===== src/rtl/iomem_master_if.sv =====
// Bundles the command, response and iomem bus signals of the iomem initiator.
// master: the initiator's view. slave: the view of whatever drives commands,
// consumes responses and answers the bus.
interface iomem_master_if;
    // Command port
    logic        cmd_valid;
    logic        cmd_ready;
    logic        cmd_write;
    logic [31:0] cmd_addr;
    logic [31:0] cmd_wdata;
    logic [3:0]  cmd_wstrb;

    // Response port
    logic        rsp_valid;
    logic        rsp_ready;
    logic [31:0] rsp_rdata;
    logic        rsp_error;

    // iomem bus
    logic        iomem_valid;
    logic        iomem_ready;
    logic [3:0]  iomem_wstrb;
    logic [31:0] iomem_addr;
    logic [31:0] iomem_wdata;
    logic [31:0] iomem_rdata;

    modport master (
        input  cmd_valid, cmd_write, cmd_addr, cmd_wdata, cmd_wstrb,
        input  rsp_ready,
        input  iomem_ready, iomem_rdata,
        output cmd_ready,
        output rsp_valid, rsp_rdata, rsp_error,
        output iomem_valid, iomem_wstrb, iomem_addr, iomem_wdata
    );

    modport slave (
        output cmd_valid, cmd_write, cmd_addr, cmd_wdata, cmd_wstrb,
        output rsp_ready,
        output iomem_ready, iomem_rdata,
        input  cmd_ready,
        input  rsp_valid, rsp_rdata, rsp_error,
        input  iomem_valid, iomem_wstrb, iomem_addr, iomem_wdata
    );
endinterface


===== src/rtl/iomem_master.sv =====
// iomem bus initiator: turns single read/write commands into one PicoSoC
// iomem transaction each and returns the result on a response port.
// A watchdog ends a bus request that no responder answers.
module iomem_master #(
    parameter int          TIMEOUT_CYCLES = 1000,
    parameter int          TO_W           = 16,
    parameter logic [31:0] ERR_RDATA      = 32'hFFFF_FFFF
) (
    input  logic           clk,
    input  logic           resetn,
    iomem_master_if.master bus
);

    typedef enum logic [1:0] {
        IDLE = 2'd0,
        BUS  = 2'd1,
        RSP  = 2'd2
    } state_t;

    // The counter holds the number of BUS cycles already completed, so the
    // request expires in the BUS cycle where it equals TIMEOUT_CYCLES-1;
    // that keeps iomem_valid high for exactly TIMEOUT_CYCLES cycles.
    localparam logic [TO_W-1:0] TO_LAST = (TIMEOUT_CYCLES == 0) ? '0 : TO_W'(TIMEOUT_CYCLES - 1);
    localparam logic [TO_W-1:0] CNT_ONE = 1;
    localparam bit              TO_EN   = (TIMEOUT_CYCLES != 0);

    state_t            state_reg, state_next;
    logic              iomem_valid_reg, iomem_valid_next;
    logic [31:0]       iomem_addr_reg, iomem_addr_next;
    logic [31:0]       iomem_wdata_reg, iomem_wdata_next;
    logic [3:0]        iomem_wstrb_reg, iomem_wstrb_next;
    logic              rsp_valid_reg, rsp_valid_next;
    logic [31:0]       rsp_rdata_reg, rsp_rdata_next;
    logic              rsp_error_reg, rsp_error_next;
    logic [TO_W-1:0]   to_cnt_reg, to_cnt_next;

    // State and all registered outputs; reset discards any transaction in flight.
    always_ff @(posedge clk or negedge resetn) begin
        if (!resetn) begin
            state_reg       <= IDLE;
            iomem_valid_reg <= 1'b0;
            iomem_addr_reg  <= '0;
            iomem_wdata_reg <= '0;
            iomem_wstrb_reg <= '0;
            rsp_valid_reg   <= 1'b0;
            rsp_rdata_reg   <= '0;
            rsp_error_reg   <= 1'b0;
            to_cnt_reg      <= '0;
        end else begin
            state_reg       <= state_next;
            iomem_valid_reg <= iomem_valid_next;
            iomem_addr_reg  <= iomem_addr_next;
            iomem_wdata_reg <= iomem_wdata_next;
            iomem_wstrb_reg <= iomem_wstrb_next;
            rsp_valid_reg   <= rsp_valid_next;
            rsp_rdata_reg   <= rsp_rdata_next;
            rsp_error_reg   <= rsp_error_next;
            to_cnt_reg      <= to_cnt_next;
        end
    end

    // Next-state and next-output decode: everything holds unless the current state acts.
    always_comb begin
        state_next       = state_reg;
        iomem_valid_next = iomem_valid_reg;
        iomem_addr_next  = iomem_addr_reg;
        iomem_wdata_next = iomem_wdata_reg;
        iomem_wstrb_next = iomem_wstrb_reg;
        rsp_valid_next   = rsp_valid_reg;
        rsp_rdata_next   = rsp_rdata_reg;
        rsp_error_next   = rsp_error_reg;
        to_cnt_next      = to_cnt_reg;

        case (state_reg)
            IDLE: begin
                if (bus.cmd_valid) begin
                    if (bus.cmd_write && (bus.cmd_wstrb == 4'b0000)) begin
                        // A write with no byte enabled is rejected without touching the bus.
                        state_next     = RSP;
                        rsp_valid_next = 1'b1;
                        rsp_error_next = 1'b1;
                        rsp_rdata_next = ERR_RDATA;
                    end else begin
                        state_next       = BUS;
                        iomem_valid_next = 1'b1;
                        iomem_addr_next  = bus.cmd_addr;
                        iomem_wdata_next = bus.cmd_wdata;
                        iomem_wstrb_next = bus.cmd_write ? bus.cmd_wstrb : 4'b0000;
                    end
                end
            end

            BUS: begin
                if (bus.iomem_ready) begin
                    // Ready has priority over a watchdog expiry in the same cycle.
                    state_next       = RSP;
                    iomem_valid_next = 1'b0;
                    rsp_valid_next   = 1'b1;
                    rsp_error_next   = 1'b0;
                    rsp_rdata_next   = (iomem_wstrb_reg == 4'b0000) ? bus.iomem_rdata : 32'h0;
                    to_cnt_next      = '0;
                end else if (TO_EN && (to_cnt_reg == TO_LAST)) begin
                    state_next       = RSP;
                    iomem_valid_next = 1'b0;
                    rsp_valid_next   = 1'b1;
                    rsp_error_next   = 1'b1;
                    rsp_rdata_next   = ERR_RDATA;
                    to_cnt_next      = '0;
                end else begin
                    to_cnt_next = to_cnt_reg + CNT_ONE;
                end
            end

            RSP: begin
                // iomem_ready is ignored here; only the response handshake moves on.
                if (bus.rsp_ready) begin
                    state_next     = IDLE;
                    rsp_valid_next = 1'b0;
                end
            end

            default: begin
                state_next = IDLE;
            end
        endcase
    end

    assign bus.cmd_ready   = (state_reg == IDLE);
    assign bus.iomem_valid = iomem_valid_reg;
    assign bus.iomem_addr  = iomem_addr_reg;
    assign bus.iomem_wdata = iomem_wdata_reg;
    assign bus.iomem_wstrb = iomem_wstrb_reg;
    assign bus.rsp_valid   = rsp_valid_reg;
    assign bus.rsp_rdata   = rsp_rdata_reg;
    assign bus.rsp_error   = rsp_error_reg;

endmodule


===== src/flat_wrapper.sv =====
// flat-port wrapper written by rule: the top's interface ports become plain ports
module iomem_master_flat 
#(
    parameter int          TIMEOUT_CYCLES = 1000,
    parameter int          TO_W           = 16,
    parameter logic [31:0] ERR_RDATA      = 32'hFFFF_FFFF
)
  (clk, resetn, bus_cmd_valid, bus_cmd_write, bus_cmd_addr, bus_cmd_wdata, bus_cmd_wstrb, bus_rsp_ready, bus_iomem_ready, bus_iomem_rdata, bus_cmd_ready, bus_rsp_valid, bus_rsp_rdata, bus_rsp_error, bus_iomem_valid, bus_iomem_wstrb, bus_iomem_addr, bus_iomem_wdata);
  iomem_master_if bus_i ();
  input  logic clk;
  input  logic resetn;
  input wire logic [$bits(bus_i.cmd_valid)-1:0] bus_cmd_valid;
  input wire logic [$bits(bus_i.cmd_write)-1:0] bus_cmd_write;
  input wire logic [$bits(bus_i.cmd_addr)-1:0] bus_cmd_addr;
  input wire logic [$bits(bus_i.cmd_wdata)-1:0] bus_cmd_wdata;
  input wire logic [$bits(bus_i.cmd_wstrb)-1:0] bus_cmd_wstrb;
  input wire logic [$bits(bus_i.rsp_ready)-1:0] bus_rsp_ready;
  input wire logic [$bits(bus_i.iomem_ready)-1:0] bus_iomem_ready;
  input wire logic [$bits(bus_i.iomem_rdata)-1:0] bus_iomem_rdata;
  output wire logic [$bits(bus_i.cmd_ready)-1:0] bus_cmd_ready;
  output wire logic [$bits(bus_i.rsp_valid)-1:0] bus_rsp_valid;
  output wire logic [$bits(bus_i.rsp_rdata)-1:0] bus_rsp_rdata;
  output wire logic [$bits(bus_i.rsp_error)-1:0] bus_rsp_error;
  output wire logic [$bits(bus_i.iomem_valid)-1:0] bus_iomem_valid;
  output wire logic [$bits(bus_i.iomem_wstrb)-1:0] bus_iomem_wstrb;
  output wire logic [$bits(bus_i.iomem_addr)-1:0] bus_iomem_addr;
  output wire logic [$bits(bus_i.iomem_wdata)-1:0] bus_iomem_wdata;
  assign bus_i.cmd_valid = bus_cmd_valid;
  assign bus_i.cmd_write = bus_cmd_write;
  assign bus_i.cmd_addr = bus_cmd_addr;
  assign bus_i.cmd_wdata = bus_cmd_wdata;
  assign bus_i.cmd_wstrb = bus_cmd_wstrb;
  assign bus_i.rsp_ready = bus_rsp_ready;
  assign bus_i.iomem_ready = bus_iomem_ready;
  assign bus_i.iomem_rdata = bus_iomem_rdata;
  assign bus_cmd_ready = bus_i.cmd_ready;
  assign bus_rsp_valid = bus_i.rsp_valid;
  assign bus_rsp_rdata = bus_i.rsp_rdata;
  assign bus_rsp_error = bus_i.rsp_error;
  assign bus_iomem_valid = bus_i.iomem_valid;
  assign bus_iomem_wstrb = bus_i.iomem_wstrb;
  assign bus_iomem_addr = bus_i.iomem_addr;
  assign bus_iomem_wdata = bus_i.iomem_wdata;
  iomem_master #(.TIMEOUT_CYCLES(TIMEOUT_CYCLES), .TO_W(TO_W), .ERR_RDATA(ERR_RDATA)) u_core (.clk(clk), .resetn(resetn), .bus(bus_i));
endmodule

===== config.mk =====
export PLATFORM = sky130hd
export DESIGN_NAME = iomem_master_flat
export DESIGN_NICKNAME = d
export VERILOG_FILES = /design/src/rtl/iomem_master_if.sv /design/src/rtl/iomem_master.sv /design/src/flat_wrapper.sv
export SDC_FILE = /design/constraint.sdc
export NUM_CORES = 1
export LEC_CHECK = 0
export CORE_ASPECT_RATIO = 1.2
export CORE_UTILIZATION = 65
export CTS_CLUSTER_DIAMETER = 40
export DETAILED_ROUTE_END_ITERATION = 6
export DONT_BUFFER_PORTS = 1
export PLACE_DENSITY = 0.92
export SYNTH_ARGS = -nofsm -noshare
export SYNTH_HDL_FRONTEND = slang
export SYNTH_SLANG_ARGS = --single-unit
export TNS_END_PERCENT = 5

===== constraint.sdc =====
create_clock -name clk -period 5.6 [get_ports clk]
set_input_delay 1.12 -clock clk [delete_from_list [all_inputs] [get_ports clk]]
set_output_delay 1.12 -clock clk [all_outputs]
set_load 0.005 [all_outputs]

After elaboration in Yosys (flattened, before gate mapping)
Index checks and enable logic that the tools add are counted.

cells by class
  $add $sub $neg = 1
  equal/unequal tests = 8
  muxes and demuxes = 28
  bitwise logic cells = 1
  reduce and logical (&&, ||, !) cells = 11

operator list
  operator               number
  $mux 32                5
  $pmux 32 s2            1
  $mux 16                2
  $add 16x1->16 const B  1
  $eq 16x10->1 const B   1
  $mux 1                 10
  $mux 2                 5
  $logic_not 4->1        2
  $reduce_and 4->1       2
  $ne 2x2->1 const B     3
  $pmux 2 s3             1
  $reduce_and 3->1       2
  $reduce_and 5->1       1
  $mux 4                 1
  $pmux 1 s2             2
  $ne 3x2->1 const B     1
  $pmux 1 s3             1
  $reduce_bool 3->1      1
  $eq 2x1->1 const B     1
  $eq 2x2->1 const B     1
  $logic_not 2->1        1
  $ne 2x1->1 const B     1
  $reduce_bool 2->1      1
  $logic_and 1x1->1      1
  $not 1->1              1

storage, ports and cells
  flip-flop bits (word level) = 121
  input port bits = 106
  output and inout port bits = 104
  logic and storage cells = 58

Logic depth before layout (Yosys ltp)
Gate-level depths: netlist of the first run.

  depth after elaboration = 5
  gate-level depth with buffers = 7
  mapped depth without buffers = 5

Worst setup path before layout of the first run
Ideal clock, no wire load.

  path kind = input to register
  from = input port bus_cmd_wstrb[2]
  to = register u_core.rsp_rdata_reg[10], in the netlist u_core.bus.rsp_rdata[10]
  setup time = 0.073 ns
  arrival = 2.951 ns
  data required time = 5.527 ns
  slack = 2.576 ns
  stages = 6
  path buffers = 2
  path through = or4b_2 > or3_1 > a221o_1 > buf_2 > buf_6 > a21oi_2

between the ends
  word-level cells in the longest chain between the ends = 4

RTL lines
  element                            RTL line            source
  start: declaration                 flat_wrapper.sv:16  input wire logic [$bits(bus_i.cmd_wstrb)-1:0] bus_cmd_wstrb;
  $logic_not 4->1                    iomem_master.sv:77  if (bus.cmd_write && (bus.cmd_wstrb == 4'b0000)) begin
  $logic_and 1x1->1                  iomem_master.sv:77
  $ne 2x1->1 (no source line)        n/a
  $reduce_and 4->1 (no source line)  n/a
  end signal: assignment             iomem_master.sv:56  rsp_rdata_reg <= rsp_rdata_next;
  end: declaration                   iomem_master.sv:33  logic [31:0] rsp_rdata_reg, rsp_rdata_next;

No other way between the ends.
A chain may end at the register's enable or synchronous reset.

Worst setup path in the final report of the first run
  from = input port bus_cmd_wstrb[2]
  to = register u_core.rsp_rdata_reg[0], in the netlist u_core.bus.rsp_rdata[0]

The elaborated chain is that of the path after synthesis.

==> qor.yml, run 1 <==
drtIter0Drc: 217
syn_inst: 426
die_w_um: 83.2
root_buffer: "clkbuf_8"
grt_use_total_pct: 29.9
ys_warn_count: 0
layout_common_cells: "121 x dfrtp_1, 64 x mux2_2, 38 x inv_1, 38 x a21oi_1, 29 x a21oi_2"
vias: 3422
ys_ff_latch: 121
synth_edf_count: 0
die-area_mm2: 0.00827
placeableCoreArea_mm2: 0.00766
register_area_mm2: 0.00303
grt_overflow: 0
tightest_slew_ps: 1080
finClkSkew_ps: 8.79
max_freq_mhz: 346
cts_resized: 0
final_common_cell: "dfrtp_1"
ioPinCount: 210
p_per_area_mw_per_mm2: 632
num_rows: 35
async_flop_share_pct: 100
synth_flop_cell: "dfrtp_1"
cts.sinks: 121
cts_tree: "done"
clk_pin_slew_ps: 60
first_pass_iters: 4
crit_chain: "or4b_2 -> or3_1 -> a221o_2 -> a21oi_1"
leakage_nw: 2.58
antenna_found_initial: 0
fillCellCount: 461
cp_max_fo: 34
yosysSeqAreaShare_pct: 58.9
post-route-drc-count: 0
start_kind: "primary input"
crit_path_end_kind: "register"
port_buffers: 0
slowest_delay_ps: 760
antenna_left: 0
slew_headroom_pct: 27.9
post_drt_wl_per_cell_um: 22.9
die_h_um: 99.4
ir_drop_mv: 0.904
ys_types: 39
drv_slew: 0
numCtsBuffers: 17
rsz0062_at_grt: "false"
r2r_slack_ps: 2720
dp.final_hpwl_um: 7750
status: "finished clean"
clock_path_buffers: 2
synth_area_mm2: 0.00514
cts_hold_buf: 0
grt_pass1_vias: 3510
finalWeightedCongestion: 0.816
diodes: 0
final_hold_viol_count: 0
post_cts_buffers: 0
avgSynthCellArea_um2: 12.1
grt_pass1_wl_um: 18700
drive_above_1_share_pct: 31.0
h-tree-depth: 4
finalSetupViolCount: 0
arrival_ps: 3300
path_class: "in -> reg"
multi_input_area_mm2: 0.00186
max_cap_viol_count: 0
cp.required_ps: 6010
clk_latency_ps: 510
via_per_inst: 6.48
routed_wl_um: 12100
finalSetupTns_ps: 0
fin_total_pwr_mw: 3.66
hold_class: "in -> async"
crit_path_top_delay_cell: "a221o_2"
period_share_pct: 51.6
finalCriticalPeriod_ps: 2890
start_util_pct: 67.1
syn_to_final_growth_pct: 12.5
grt_max_degree: 122
final_nets: 530
syn_nets: 533
==> layer usage <==
metal | up-vias | global-route usage, % | wire length [um]
met5 | - | 0 | 0
met4 | 0 | 13.3 | 355
met3 | 27 | 11.5 | 883
met2 | 160 | 51.0 | 6470
met1 | 1728 | 33.4 | 4370
li1 | 1507 | - | -
==> report_power, final <==
| part | switching (mW) | leakage [nW] | internal [mW] |
|---|---|---|---|
| Combinational | 0.488 | 0.856 | 0.417 |
| Sequential | 0.362 | 1.42 | 1.27 |
| Clock | 0.415 | 0.304 | 0.702 |
==> logic make-up after synthesis <==
family,synth area share (%)
AO/OA/AOI/OAI,13.8
adder cells (fa/ha/maj),0.243
multiplexers,14.2
flip-flops,58.9
buffers and inverters,5.21
AND/OR/NAND/NOR,7.59
==> per-stage QoR <==
stage               setup WS [ps]  instances  area [um^2]  hold WS [ps]  util [%]
global route                 2620        528         5780           276      75.4
finish                       2710        528         5780           305      75.4
detailed placement           2180        496         5170           484      67.5
CTS                          2700        528         5780           283      75.4
floorplan                    2580        426         5140           442         -
global placement             2250        496         5170           471      67.5
==> layout make-up <==
cell class | count | share of cell area (%)
Sequential cell | 121 | 52.4
Multi-Input combinational cell | 242 | 32.2
Clock buffer | 18 | 7.40
Clock inverter | 14 | 3.18
Inverter | 38 | 2.47
Tap cell | 92 | 1.99
Timing Repair Buffer | 3 | 0.390
==> worst max-delay path: cells and delay by family <==
family,cells,cell delay (ps)
and+or+nand+nor,2,1140
AOI/OAI and AO/OA,2,1040
==> cell usage after synthesis (2+ instances only) <==
cell       instances  area [um^2]
a31oi_1           18          113
nor4_1             4         25.0
a21oi_2           29          254
a21oi_1           38          190
o21ai_0            7         35.0
inv_1             38          143
nor2b_1            2         12.5
a2bb2oi_1          2         17.5
o211ai_1           2         15.0
dfrtp_1          121         3030
and3_1             2         12.5
nor2_1             8         30.0
clkbuf_1          15         56.3
nor3_1             2         10.0
mux2_2            64          721
nand3b_1           7         52.6
nand2_1           20         75.1
buf_2              7         35.0
buf_6              3         33.8
a41oi_1            3         26.3
nand4_1            4         25.0
nand3_1            9         45.0
or4_1              4         30.0
or4b_2             2         20.0
==> path summary, 6_finish.rpt <==
| kind | start | end | cells past startpoint |
|---|---|---|---|
| setup / recovery | bus_cmd_wstrb[2] | u_core.bus.rsp_rdata[0] | 4 |
| hold / removal | resetn | u_core.bus.iomem_addr[12] | 0 |
| setup reg to reg | u_core.to_cnt_reg[4] | u_core.bus.rsp_rdata[0] | 4 |
| hold reg to reg | u_core.to_cnt_reg[15] | u_core.to_cnt_reg[15] | 1 |
| max in group asynchronous | resetn | u_core.bus.iomem_wstrb[2] | 0 |
| min in group clk | u_core.to_cnt_reg[15] | u_core.to_cnt_reg[15] | 1 |
(Power assumes the default switching activity.)
==> inputs of run 2 (changes only) <==
CORE_UTILIZATION = 63   (was 65)
PLACE_DENSITY = 0.9   (was 0.92)
clock period = 2.79 ns   (was 5.6 ns; I/O delays follow)
==> run 2 against run 1 <==
Register-to-register slack worse by 2300 ps. Non-clock buffer count up 5. Die area up 3.1%. Power up 99%. Cell area up 0.80%. The flow now finishes with violations (design-rule violations, negative hold slack). Via count down 0.26%.
==> qor.yml, run 2 (synthesis gave the netlist of run 1 again) <==
numCtsBuffers: 17  # unchanged
finalCriticalPeriod_ps: 2410
die_h_um: 101  # +1.5%
power.internal_mw: 4.75  # +99%
violations: "design-rule violations, negative hold slack"
vias: 3413  # -0.26%
clk_latency_ps: 510  # about the same
switching_share_pct: 34.8  # +0.15 points
final_common_cell: "dfrtp_1"
r2r-end: "u_core.bus.rsp_rdata[15]"
h-tree-depth: 4  # unchanged
drive_above_1_share_pct: 31.7  # +0.78 points
crit_path_top_delay_cell: "or4_4"
die-area_mm2: 0.00853  # +3.1%
clk_pin_slew_ps: 60  # about the same
port_buffers: 0  # unchanged
holdWs_ps: -253  # -558 ps
drtIter0Drc: 207  # -4.6%
first_pass_iters: 7  # +3
cts.sinks: 121  # unchanged
placeableCoreArea_mm2: 0.00779  # +1.7%
seqPwrFrac_pct: 44.8  # about the same
arrival_ps: 2830  # -470 ps
grt_pass1_vias: 3559  # +1.4%
rsz0062_at_grt: "false"
p_clk_share_pct: 29.8  # -0.7 points
p_per_area_mw_per_mm2: 1250  # +97%
start_kind: "register"
met2_usage_pct: 47.3  # -3.7 points
diodes: 0  # unchanged
ioPinCount: 210  # unchanged
finClkSkew_ps: 8.12  # -0.672 ps
ir_drop_mv: 0.733  # -19%
r2r-start: "u_core.to_cnt_reg[4]"
layout_common_cells: "121 x dfrtp_1, 64 x mux2_2, 38 x inv_1, 38 x a21oi_1, 29 x a21oi_2"
antenna_left: 0  # unchanged
utilization_pct: 74.8  # -0.68 points
post_drt_wl_per_cell_um: 21.4  # -6.3%
status: "complete, but fails checks"
post-route-drc-count: 15  # +15
max_freq_mhz: 415
max_cap_viol_count: 0  # unchanged
final_hold_viol_count: 121  # +121
cp.required_ps: 3210  # -2800 ps
start_util_pct: 66.0  # -1.1 points
period_share_pct: 86.4
hold_class: "in -> async"
drv_slew: 0  # unchanged
leakage_nw: 2.60  # +0.61%
final_nets: 535  # +0.94%
tightest_slew_ps: 456  # -623 ps
path_class: "reg -> reg"
num_rows: 35  # unchanged
grt_use_met1_pct: 30.5  # -2.9 points
grt_max_degree: 122  # unchanged
grt_overflow: 0  # unchanged
grt_pass1_wl_um: 17800  # -5.1%
cp_max_fo: 34  # unchanged
post_cts_buffers: 0  # unchanged
comb_power_share_pct: 25.5  # +0.7 points
busiest_layer: "met2"
cts_tree: "done"
antenna_found_initial: 0  # unchanged
clock_path_buffers: 2  # unchanged
slew_headroom_pct: 69.5  # +42 points
grt_use_total_pct: 27.7  # -2.2 points
cts_resized: 0  # unchanged
slowest_delay_ps: 560  # -200 ps
grtUsageMet3_pct: 10.1  # -1.4 points
via_per_inst: 6.40  # -1.2%
r2r_cells: 5  # +1
r2r_slack_ps: 380  # -2340 ps
routed_wl_um: 11400  # -5.4%
power.switching_mw: 2.53  # +100%
finalSetupTns_ps: 0  # unchanged
root_buffer: "clkbuf_8"
syn_to_final_growth_pct: 13.4
finalWeightedCongestion: 0.857  # +5.0%
crit_path_end_kind: "register"
finalSetupViolCount: 0  # unchanged
crit_chain: "or4_1 -> or4_4 -> a221o_2 -> buf_12 -> a21oi_2"
die_w_um: 84.5  # +1.5%
dp.final_hpwl_um: 7790  # +0.54%
[run 2: cell count changes in the layout (fill, tap and decap cells not counted)]
| cell | previous run | this run |
|---|---|---|
| clkinvlp_4 | 0 | 2 |
| buf_12 | 0 | 2 |
| clkinv_4 | 3 | 1 |
| clkinv_2 | 2 | 0 |
| inv_6 | 4 | 8 |
| clkinv_8 | 0 | 1 |
| bufinv_16 | 3 | 2 |
| buf_4 | 3 | 6 |
| inv_8 | 2 | 1 |
| clkbuf_8 | 2 | 1 |
[run 2: per-layer routing]
metal  wire length (um)  part of all wire, %
met5                  0                    0
met4                310                  2.7
met3                893                  7.8
met2               6080                   53
met1               4130                   36
[run 2: worst max-delay path by stage]
stage | startpoint | endpoint | cells after the start
after global routing | u_core.to_cnt_reg[4] | u_core.bus.rsp_error | 5
after global placement | bus_cmd_wstrb[2] | u_core.bus.rsp_rdata[0] | 5
after floorplan | bus_cmd_wstrb[2] | u_core.bus.rsp_rdata[10] | 6
final | u_core.to_cnt_reg[4] | u_core.bus.rsp_rdata[15] | 5
after CTS | u_core.to_cnt_reg[4] | u_core.bus.rsp_rdata[15] | 5
after detailed placement | bus_cmd_wstrb[2] | u_core.bus.rsp_error | 5
[run 2: power by group through the flow]
stage / Combinational, mW / Sequential, mW / Clock, mW
after floorplan: 1.54 / 3.04 / 0
final: 1.85 / 3.26 / 2.17
after detailed placement: 1.83 / 3.28 / 0
after global placement: 1.72 / 3.24 / 0
after global routing: 2.04 / 3.34 / 2.27
after CTS: 1.86 / 3.26 / 2.18
[run 2: worst max-delay path, delay by kind of cell, from the launching register on]
family / cells / cell delay [ps]
simple gates: 2 / 1100
buf+inv: 1 / 200
compound gates: 2 / 590
flops: 1 / 430
[run 2: final cells by class]
| type | instances | area [um^2] |
|---|---|---|
| flip-flops and latches | 121 | 3030 |
| fillers | 486 | 1970 |
| multi-input cells | 242 | 1860 |
| clock buffers | 17 | 414 |
| clock inverters | 15 | 181 |
| inverters | 38 | 143 |
| well taps | 92 | 115 |
| repair buffers | 8 | 85.1 |
[run 2: metrics by stage]
step	cells	setup slack (ps)	cell area, um^2	power, mW
3_5_place_dp	501	192	5230	5.11
4_1_cts	533	377	5830	7.31
3_3_place_gp	501	257	5230	4.96
6_report	533	380	5830	7.28
2_1_floorplan	426	328	5140	4.59
5_1_grt	533	329	5830	7.65
